==> config.mk <==
export PLATFORM = sky130hd
export DESIGN_NAME = cpu_trace_capture
export DESIGN_NICKNAME = d
export VERILOG_FILES = /design/src/rtl/cpu_trace_pkg.sv /design/src/rtl/trace_fifo.sv /design/src/rtl/cpu_trace_capture.sv
export SDC_FILE = /design/constraint.sdc
export NUM_CORES = 1
export LEC_CHECK = 0
export CAP_MARGIN = 20
export CORE_MARGIN = 10
export CORE_UTILIZATION = 65
export DETAILED_ROUTE_END_ITERATION = 16
export HOLD_SLACK_MARGIN = 0.08
export PLACE_DENSITY_LB_ADDON = 0.05
export SLEW_MARGIN = 20
export SYNTH_ARGS = -nofsm -noshare
export SYNTH_HDL_FRONTEND = slang
export SYNTH_SLANG_ARGS = --single-unit
==> constraint.sdc <==
create_clock -name clk -period 11.48 [get_ports clk]
set_input_delay 2.296 -clock clk [delete_from_list [all_inputs] [get_ports clk]]
set_output_delay 2.296 -clock clk [all_outputs]
set_load 0.02 [all_outputs]
==> src/rtl/cpu_trace_pkg.sv <==
// Shared constants, types and helpers for the CPU trace capture block.
// A record is 5 bytes: pc, instruction, alu_result, out_val, {marker, flags}.
package cpu_trace_pkg;

    localparam int         REC_BYTES = 5;
    localparam int         REC_W     = 40;
    localparam logic [3:0] MARKER    = 4'hA;

    localparam logic [2:0] IDX_FIRST = 3'd0;
    localparam logic [2:0] IDX_LAST  = 3'(REC_BYTES - 1);

    typedef enum logic {
        IDLE,
        SEND
    } ser_state_e;

    // Byte 0 sits in the most significant position so records read in capture order.
    function automatic logic [7:0] rec_byte(input logic [REC_W-1:0] rec, input logic [2:0] idx);
        case (idx)
            3'd0:    rec_byte = rec[39:32];
            3'd1:    rec_byte = rec[31:24];
            3'd2:    rec_byte = rec[23:16];
            3'd3:    rec_byte = rec[15:8];
            default: rec_byte = rec[7:0];
        endcase
    endfunction

endpackage

==> src/rtl/trace_fifo.sv <==
// Synchronous record FIFO with combinational head read and a registered level count.
// Pointers carry one extra wrap bit to distinguish full from empty.
module trace_fifo
    import cpu_trace_pkg::*;
#(
    parameter int  DEPTH = 8,
    parameter int  W     = REC_W,
    localparam int AW    = $clog2(DEPTH)
) (
    input  logic          clk,
    input  logic          rst_n,
    input  logic          i_push,
    input  logic [W-1:0]  i_wdata,
    input  logic          i_pop,
    output logic [W-1:0]  o_rdata,
    output logic          o_full,
    output logic          o_empty,
    output logic [AW:0]   o_level
);

    logic [W-1:0] r_mem [DEPTH];
    logic [AW:0]  r_wr_ptr;
    logic [AW:0]  r_rd_ptr;
    logic [AW:0]  r_level;

    always_ff @(posedge clk) begin
        if (i_push) begin
            r_mem[r_wr_ptr[AW-1:0]] <= i_wdata;
        end
    end

    always_ff @(posedge clk or negedge rst_n) begin
        if (!rst_n) begin
            r_wr_ptr <= '0;
            r_rd_ptr <= '0;
            r_level  <= '0;
        end else begin
            if (i_push) begin
                r_wr_ptr <= r_wr_ptr + 1'b1;
            end
            if (i_pop) begin
                r_rd_ptr <= r_rd_ptr + 1'b1;
            end
            case ({i_push, i_pop})
                2'b10:   r_level <= r_level + 1'b1;
                2'b01:   r_level <= r_level - 1'b1;
                default: r_level <= r_level;
            endcase
        end
    end

    assign o_rdata = r_mem[r_rd_ptr[AW-1:0]];
    assign o_full  = (r_wr_ptr[AW] != r_rd_ptr[AW]) && (r_wr_ptr[AW-1:0] == r_rd_ptr[AW-1:0]);
    assign o_empty = (r_wr_ptr == r_rd_ptr);
    assign o_level = r_level;

endmodule

==> src/rtl/cpu_trace_capture.sv <==
// Passive CPU trace tap: captures a record on every new pc, queues it, and
// serializes queued records as a valid/ready byte stream. Never stalls the CPU.
module cpu_trace_capture
    import cpu_trace_pkg::*;
#(
    parameter int  DEPTH  = 8,
    parameter int  DROP_W = 8,
    localparam int LW     = $clog2(DEPTH) + 1
) (
    input  logic              clk,
    input  logic              rst_n,
    input  logic              cap_en,
    input  logic [7:0]        pc,
    input  logic [7:0]        instruction,
    input  logic [7:0]        alu_result,
    input  logic [7:0]        out_val,
    input  logic              zero_flag,
    input  logic              neg_flag,
    output logic [7:0]        m_data,
    output logic              m_valid,
    input  logic              m_ready,
    output logic              m_last,
    output logic              overflow,
    output logic [DROP_W-1:0] drop_count,
    output logic [LW-1:0]     level
);

    logic [7:0]        r_last_pc;
    logic              r_have_last;
    logic              r_overflow;
    logic [DROP_W-1:0] r_drop_count;
    ser_state_e        r_state;
    ser_state_e        w_state_next;
    logic [REC_W-1:0]  r_rec;
    logic [2:0]        r_idx;
    logic              r_valid;

    logic              w_cap;
    logic              w_push;
    logic              w_pop;
    logic              w_drop;
    logic              w_xfer;
    logic              w_full;
    logic              w_empty;
    logic [REC_W-1:0]  w_wdata;
    logic [REC_W-1:0]  w_head;

    assign w_cap   = cap_en && (!r_have_last || (pc != r_last_pc));
    // A pop in the same cycle frees the slot, so a full FIFO still accepts.
    assign w_push  = w_cap && (!w_full || w_pop);
    assign w_drop  = w_cap && !w_push;
    assign w_xfer  = r_valid && m_ready;
    assign w_wdata = {pc, instruction, alu_result, out_val, MARKER, 2'b00, neg_flag, zero_flag};

    trace_fifo #(
        .DEPTH (DEPTH),
        .W     (REC_W)
    ) u_fifo (
        .clk     (clk),
        .rst_n   (rst_n),
        .i_push  (w_push),
        .i_wdata (w_wdata),
        .i_pop   (w_pop),
        .o_rdata (w_head),
        .o_full  (w_full),
        .o_empty (w_empty),
        .o_level (level)
    );

    always_ff @(posedge clk or negedge rst_n) begin
        if (!rst_n) begin
            r_last_pc    <= '0;
            r_have_last  <= 1'b0;
            r_overflow   <= 1'b0;
            r_drop_count <= '0;
        end else begin
            r_have_last <= cap_en;
            if (cap_en) begin
                r_last_pc <= pc;
            end
            if (w_drop) begin
                r_overflow <= 1'b1;
                if (r_drop_count != '1) begin
                    r_drop_count <= r_drop_count + 1'b1;
                end
            end
        end
    end

    always_ff @(posedge clk or negedge rst_n) begin
        if (!rst_n) begin
            r_state <= IDLE;
        end else begin
            r_state <= w_state_next;
        end
    end

    always_comb begin
        w_state_next = r_state;
        w_pop        = 1'b0;
        case (r_state)
            IDLE: begin
                if (!w_empty) begin
                    w_pop        = 1'b1;
                    w_state_next = SEND;
                end
            end
            SEND: begin
                if (w_xfer && (r_idx == IDX_LAST)) begin
                    if (!w_empty) begin
                        w_pop = 1'b1;
                    end else begin
                        w_state_next = IDLE;
                    end
                end
            end
            default: w_state_next = IDLE;
        endcase
    end

    // A pop from IDLE loads the record; byte0 is presented from the following cycle.
    // A pop at the end of a record chains straight into the next one.
    always_ff @(posedge clk or negedge rst_n) begin
        if (!rst_n) begin
            r_rec   <= '0;
            r_idx   <= IDX_FIRST;
            r_valid <= 1'b0;
        end else if (w_pop) begin
            r_rec   <= w_head;
            r_idx   <= IDX_FIRST;
            r_valid <= (r_state == SEND);
        end else if ((r_state == SEND) && !r_valid) begin
            r_valid <= 1'b1;
        end else if (w_xfer) begin
            if (r_idx == IDX_LAST) begin
                r_valid <= 1'b0;
            end else begin
                r_idx <= r_idx + 3'd1;
            end
        end
    end

    always_comb begin
        m_valid    = r_valid;
        m_last     = r_valid && (r_idx == IDX_LAST);
        m_data     = rec_byte(r_rec, r_idx);
        overflow   = r_overflow;
        drop_count = r_drop_count;
    end

endmodule
# Yosys cells after proc, flatten, opt, wreduce, memory -nomap -nowiden
# Memory sizes are Yosys's and may differ from the RTL's. A register that Yosys moved wholly into a read port is not among the register bits.
# Cells that the tools add are included.
[word_totals] reg_bits=75 ramBits=272 inputBits=38 out_inout_bits=23 wordCells=72 n_memories=1
[op_classes] addsub=6 eq_ne=13 mux=17 bitwise_logic=1 reduce_logical=23
[memory_table] memory="u_fifo.r_mem" depth=8 width=34 read_ports=1 rd_ports_with_merged_regs=1 write_ports=1 line="trace_fifo.sv:21" source="logic [W-1:0] r_mem [DEPTH];"
[op_table] op="one-hot mux 8 bit (4 select lines)" count=1
[op_table] op="adder 4 x 1 -> 4 bit (second input constant)" count=3
[op_table] op="2-to-1 mux 3 bit" count=4
[op_table] op="2-to-1 mux 1 bit" count=9
[op_table] op="adder 8 x 1 -> 8 bit (second input constant)" count=1
[op_table] op="logical AND 1 bit" count=8
[op_table] op="!= test 8 bit" count=1
[op_table] op="!= test 8 bit (second input constant)" count=1
[op_table] op="one-hot mux 4 bit (2 select lines)" count=1
[op_table] op="equality test 3 x 2 -> 1 bit (second input constant)" count=2
[op_table] op="nonzero test 3 bit" count=2
[op_table] op="logical NOT 1 bit" count=5
[op_table] op="equality test 4 bit" count=1
[op_table] op="!= test 2 x 1 -> 1 bit (second input constant)" count=2
[op_table] op="one-hot mux 1 bit (2 select lines)" count=2
[op_table] op="AND reduction 2 bit" count=2
[op_table] op="nonzero test 2 bit" count=2
[op_table] op="subtractor 4 x 1 -> 4 bit (second input constant)" count=1
[op_table] op="adder 3 x 1 -> 3 bit (second input constant)" count=1
[op_table] op="equality test 3 x 1 -> 1 bit (second input constant)" count=1
[op_table] op="equality test 3 bit" count=1
[op_table] op="equality test 3 bit (second input constant)" count=1
[op_table] op="logical NOT 3 bit" count=1
[op_table] op="AND reduction 3 bit" count=1
[op_table] op="other kinds (5)" count=6

# Logic depth before layout (Yosys ltp)
[logic_depth] ltp_word=9 depth_mapped=13

# By module
# From an unflattened synthesis, not the netlist that was laid out.
[hier_totals] hier_cells=766 area_unflattened_um2=15616.2
[modules_own_cells] mod="trace_fifo" n_inst=1 cells_each=529 area_each_um2=12692.2
[modules_own_cells] mod="cpu_trace_capture" n_inst=1 cells_each=237 area_each_um2=2924.1

# Worst setup path after synthesis
# OpenSTA, ideal clock, no wires.
[synth_timing] path_kind="input to register" from="in m_ready" to="mem u_fifo.r_mem[4][0] in the netlist's numbering (enable)" setup_ns=0.522 arrival_time_ns=6.506 required_time_ns=10.958 path_slack_ns=4.452 cell_stages=5 path_cell_list="nand4_1 -> nand3_1 -> nor2_4 -> nand3b_4 -> nor4b_1"
[synth_via] elab_chain_cells=8
[synth_lines] element="from (decl)" line="cpu_trace_capture.sv:21" source="input logic m_ready,"
[synth_lines] element="logical AND 1 bit" line="cpu_trace_capture.sv:52" source="assign w_xfer = r_valid && m_ready;"
[synth_lines] element="logical AND 1 bit" line="cpu_trace_capture.sv:109" source="if (w_xfer && (r_idx == IDX_LAST)) begin"
[synth_lines] element="2-to-1 mux 1 bit" line="cpu_trace_capture.sv:109"
[synth_lines] element="one-hot mux 1 bit (2 select lines)" line="cpu_trace_capture.sv:101" source="case (r_state)"
[synth_lines] element="logical OR 1 bit" line="cpu_trace_capture.sv:50" source="assign w_push = w_cap && (!w_full || w_pop);"
[synth_lines] element="logical AND 1 bit" line="cpu_trace_capture.sv:50"
[synth_lines] element="2-to-1 mux 1 bit" line="trace_fifo.sv:27" source="if (i_push) begin"
[synth_lines] element="2-to-1 mux 1 bit (not written as such)" line="trace_fifo.sv:28" source="r_mem[r_wr_ptr[AW-1:0]] <= i_wdata;"
[synth_lines] element="to (decl)" line="trace_fifo.sv:21"
# No other way between the ends.

# Worst setup path after layout
[layout_timing] from="reg r_idx[0]" to="out m_data[0]"
[layout_via] elab_chain_cells=2 elab_cells_between_ends=5
[layout_lines] element="from (decl)" line="cpu_trace_capture.sv:35" source="logic [2:0] r_idx;"
[layout_lines] element="from (signal assigned)" line="cpu_trace_capture.sv:138" source="r_idx <= r_idx + 3'd1;"
[layout_lines] element="equality test 3 x 2 -> 1 bit, or another cell as far along" line="cpu_trace_pkg.sv:19" source="case (idx)"
[layout_lines] element="one-hot mux 8 bit (4 select lines) (*)" line="cpu_trace_pkg.sv:19"
[layout_lines] element="to (decl)" line="cpu_trace_capture.sv:19" source="output logic [7:0] m_data,"
# Mark *: on every way between the ends. The rest lies on a longest branch, timed or not.

==> impl_metrics.yaml <==
setup_path:
  crit_type: "reg2out"
  r2r-start: "u_fifo.r_rd_ptr[0]$_DFFE_PN0P_"
  cp.required_ps: 9180
  rr_endpoint: "u_fifo.o_level[2]$_DFFE_PN0P_"
  crit_start: "r_idx[0]$_DFFE_PN0P_"
  cp.arrival_ps: 2950
  critPathMaxFanout: 13
  reg2regPathDepth: 12
  r2r_slack_ps: 7620
  endpoint: "m_data[0]"
  end_kind: "output port"
  startpoint_type: "register"
logic_synthesis:
  synth-edff-count: 272
  synth_top_family_by_area: "multiplexers"
  synthFlopType: "edfxtp_1"
  ys_seq_area_share_pct: 73.6
  syn_avg_cell_area_um2: 19.0
  async_flop_share_pct: 20.5
  yosys-top-cells-area: "edfxtp_1, dfrtp_1, mux4_2, mux2i_1, nand2_1"
  synthXorXnorAreaFrac_pct: 2.02
  yosys_warnings: 0
  synth_compound_area_share_pct: 2.84
  synthSimpleGateAreaFrac_pct: 4.09
  synth_common_cells: "edfxtp_1, dfrtp_1, mux4_2, nand2_1, o21ai_0"
  syn_inst: 708
  synthAdderAreaFrac_pct: 1.02
  synth_nets: 757
  yosys_register_bits: 342
  synth_cell_types: 45
  yosys.area.top_type: "edfxtp_1"
  synth_most_common_cell: "edfxtp_1"
  synth_top_area_share_pct: 60.6
  syn_area_um2: 13500
  muxShareOfSynthArea_pct: 14.9
cells_and_area:
  layout.nets: 829
  antenna_cells: 0
  design_area_um2: 15500
  layout-drive-gt1-share_pct: 20.1
  instances_no_fill: 1076
  area_growth_pct: 15.1
timing:
  worstMarginPinSlew_ps: 1010
  relSlewSlack_pct: 32.6
  slew_violations: 0
  hold_viol: 0
  tns_ps: 0
  setup_viol: 0
  skew_ps: 24.1
  fmax_mhz: 191
  rsz0062_at_grt: "no"
  finalCritPeriodShare_pct: 45.7
  finalCriticalPeriod_ps: 5240
detailed_routing:
  vias_per_cell: 6.27
  vias: 6745
  drtAntennaViolNets: 0
  drc: 0
  wirelength_mm: 25.9
  wl_per_cell_um: 24.0
  first_pass_iters: 5
  drtIter0Drc: 629
global_routing:
  grt_usage_pct: 19.8
  first_global_vias: 6941
  grt_pass1_wl_mm: 40.4
  antenna_found_initial: 0
  grt_remaining_overflow: 0
  grt_max_degree: 73
outcome:
  status: "complete, no violations"
floorplanning:
  die_w_um: 164
  start_util_pct: 66.4
  dieArea_um2: 26900
  io_pins: 61
  die_h_um: 164
  rows: 52
  core_area_um2: 20300
clock_tree:
  clkSinkCount: 342
  clock_latency_ps: 520
  ctsResizeCount: 0
  holdBufCountCts: 0
  cts_setup_buffers: 0
  clock_path_buffers: 3
  htree_levels: 2
  numCtsBuffers: 34
  clk_pin_slew_ps: 70
  cts_root_buffer: "clkbuf_16"
  cts_tree: "done"
placed_design:
  routabilityCongestion: 0.846
  dpl_cell_area_um2: 14400
  hpwl_mm: 14.6
  port-buffer-count: 60
  placed_cells: 1014
pwr:
  swShare_pct: 30.7
  p_seq_share_pct: 44.0
  p_switching_mw: 1.22
  p_int_mw: 2.77
  peakVddDrop_mv: 0.156
  power_density_nw_per_um2: 257
  power_frac_comb_pct: 28.7
  p_leak_nw: 5.34
  power_frac_clock_pct: 27.3
run:
  maxCapViolations: 0
min_path:
  hp-class: "reg2reg"
-- per-stage QoR --
stage	util [%]	power, mW	setup WS, ps	hold slack (ps)
global route	76.4	4.18	6040	483
floorplan	-	2.55	4450	435
CTS	76.4	4.03	6210	470
finish	76.4	3.99	6240	467
detailed placement	70.9	2.94	5850	462
global placement	70.9	2.90	6050	452
-- critical path, cell delays in order, from the launching register on --
cell,delay (ps)
dfrtp_1,430
inv_1,100
ha_1,490
nor3_1,140
o21bai_1,330
nor2_1,70
a21oi_1,210
clkdlybuf4s50_1,660
-- cell type report --
cell class	instances	area, µm²
Fill cell	1150	4780
Tap cell	270	338
Multi-Input combinational cell	322	3410
Sequential cell	342	9930
Timing Repair Buffer	73	696
Clock inverter	10	129
Clock buffer	52	990
Inverter	7	26.3
-- routing by layer --
metal | vias to the layer above | part of all wire, % | track usage [%]
met1 | 3505 | 41 | 27.1
met4 | 0 | 2.4 | 6.74
met5 | - | 0 | 0
li1 | 2957 | - | -
met3 | 54 | 6.3 | 3.28
met2 | 229 | 50 | 32.0
-- layout by cell type (no fill, tap or decap), types with 9 or more instances in the layout --
| cell type | n |
|---|---|
| ha_1 | 11 |
| mux2_2 | 10 |
| xnor2_1 | 15 |
| buf_4 | 14 |
| clkbuf_1 | 12 |
| mux4_2 | 68 |
| o21ai_0 | 36 |
| nor2_1 | 9 |
| xor2_1 | 16 |
| nand2_1 | 50 |
| mux2i_1 | 35 |
| clkdlybuf4s50_1 | 59 |
| clkbuf_16 | 35 |
| dfrtp_1 | 67 |
| edfxtp_1 | 272 |
-- cell families (layout without fill, tap and decap cells) --
family          count (synthesis)  count (layout)
compound gates                 63              63
xor+xnor                       31              31
fa+ha+maj                      11              11
buf+inv                        44             142
flops                         342             342
mux                           114             114
simple gates                  103             103
-- how the worst min path moves through the flow --
| stage | startpoint | to | slack [ps] | cells past startpoint |
|---|---|---|---|---|
| floorplan | r_rec[5]$_DFFE_PN0P_ | r_rec[5]$_DFFE_PN0P_ | 430 | 1 |
| global placement | r_rec[5]$_DFFE_PN0P_ | r_rec[5]$_DFFE_PN0P_ | 450 | 1 |
| global route | u_fifo.o_level[3]$_DFFE_PN0P_ | u_fifo.o_level[3]$_DFFE_PN0P_ | 480 | 1 |
| CTS | u_fifo.o_level[3]$_DFFE_PN0P_ | u_fifo.o_level[3]$_DFFE_PN0P_ | 470 | 1 |
| detailed placement | u_fifo.o_level[3]$_DFFE_PN0P_ | u_fifo.o_level[3]$_DFFE_PN0P_ | 460 | 1 |
| finish | u_fifo.o_level[3]$_DFFE_PN0P_ | u_fifo.o_level[3]$_DFFE_PN0P_ | 470 | 1 |
-- sequential cells by signal (all words and copies together), names as in the netlist --
signal and count:
drop_count 8, m_valid 1, overflow 1, r_have_last 1
r_idx 3, r_last_pc 8, r_rec 35, r_state 1
u_fifo.o_level 4, u_fifo.r_mem 272, u_fifo.r_rd_ptr 4, u_fifo.r_wr_ptr 4
-- power groups by stage --
stage	logic [mW]	clock network, mW	registers, mW
final	1.15	1.09	1.76
after global routing	1.23	1.16	1.79
after CTS	1.17	1.10	1.76
after detailed placement	1.16	0	1.78
after global placement	1.13	0	1.76
after floorplan	0.841	0	1.71
Note: power is estimated with default switching activity, not from simulation.
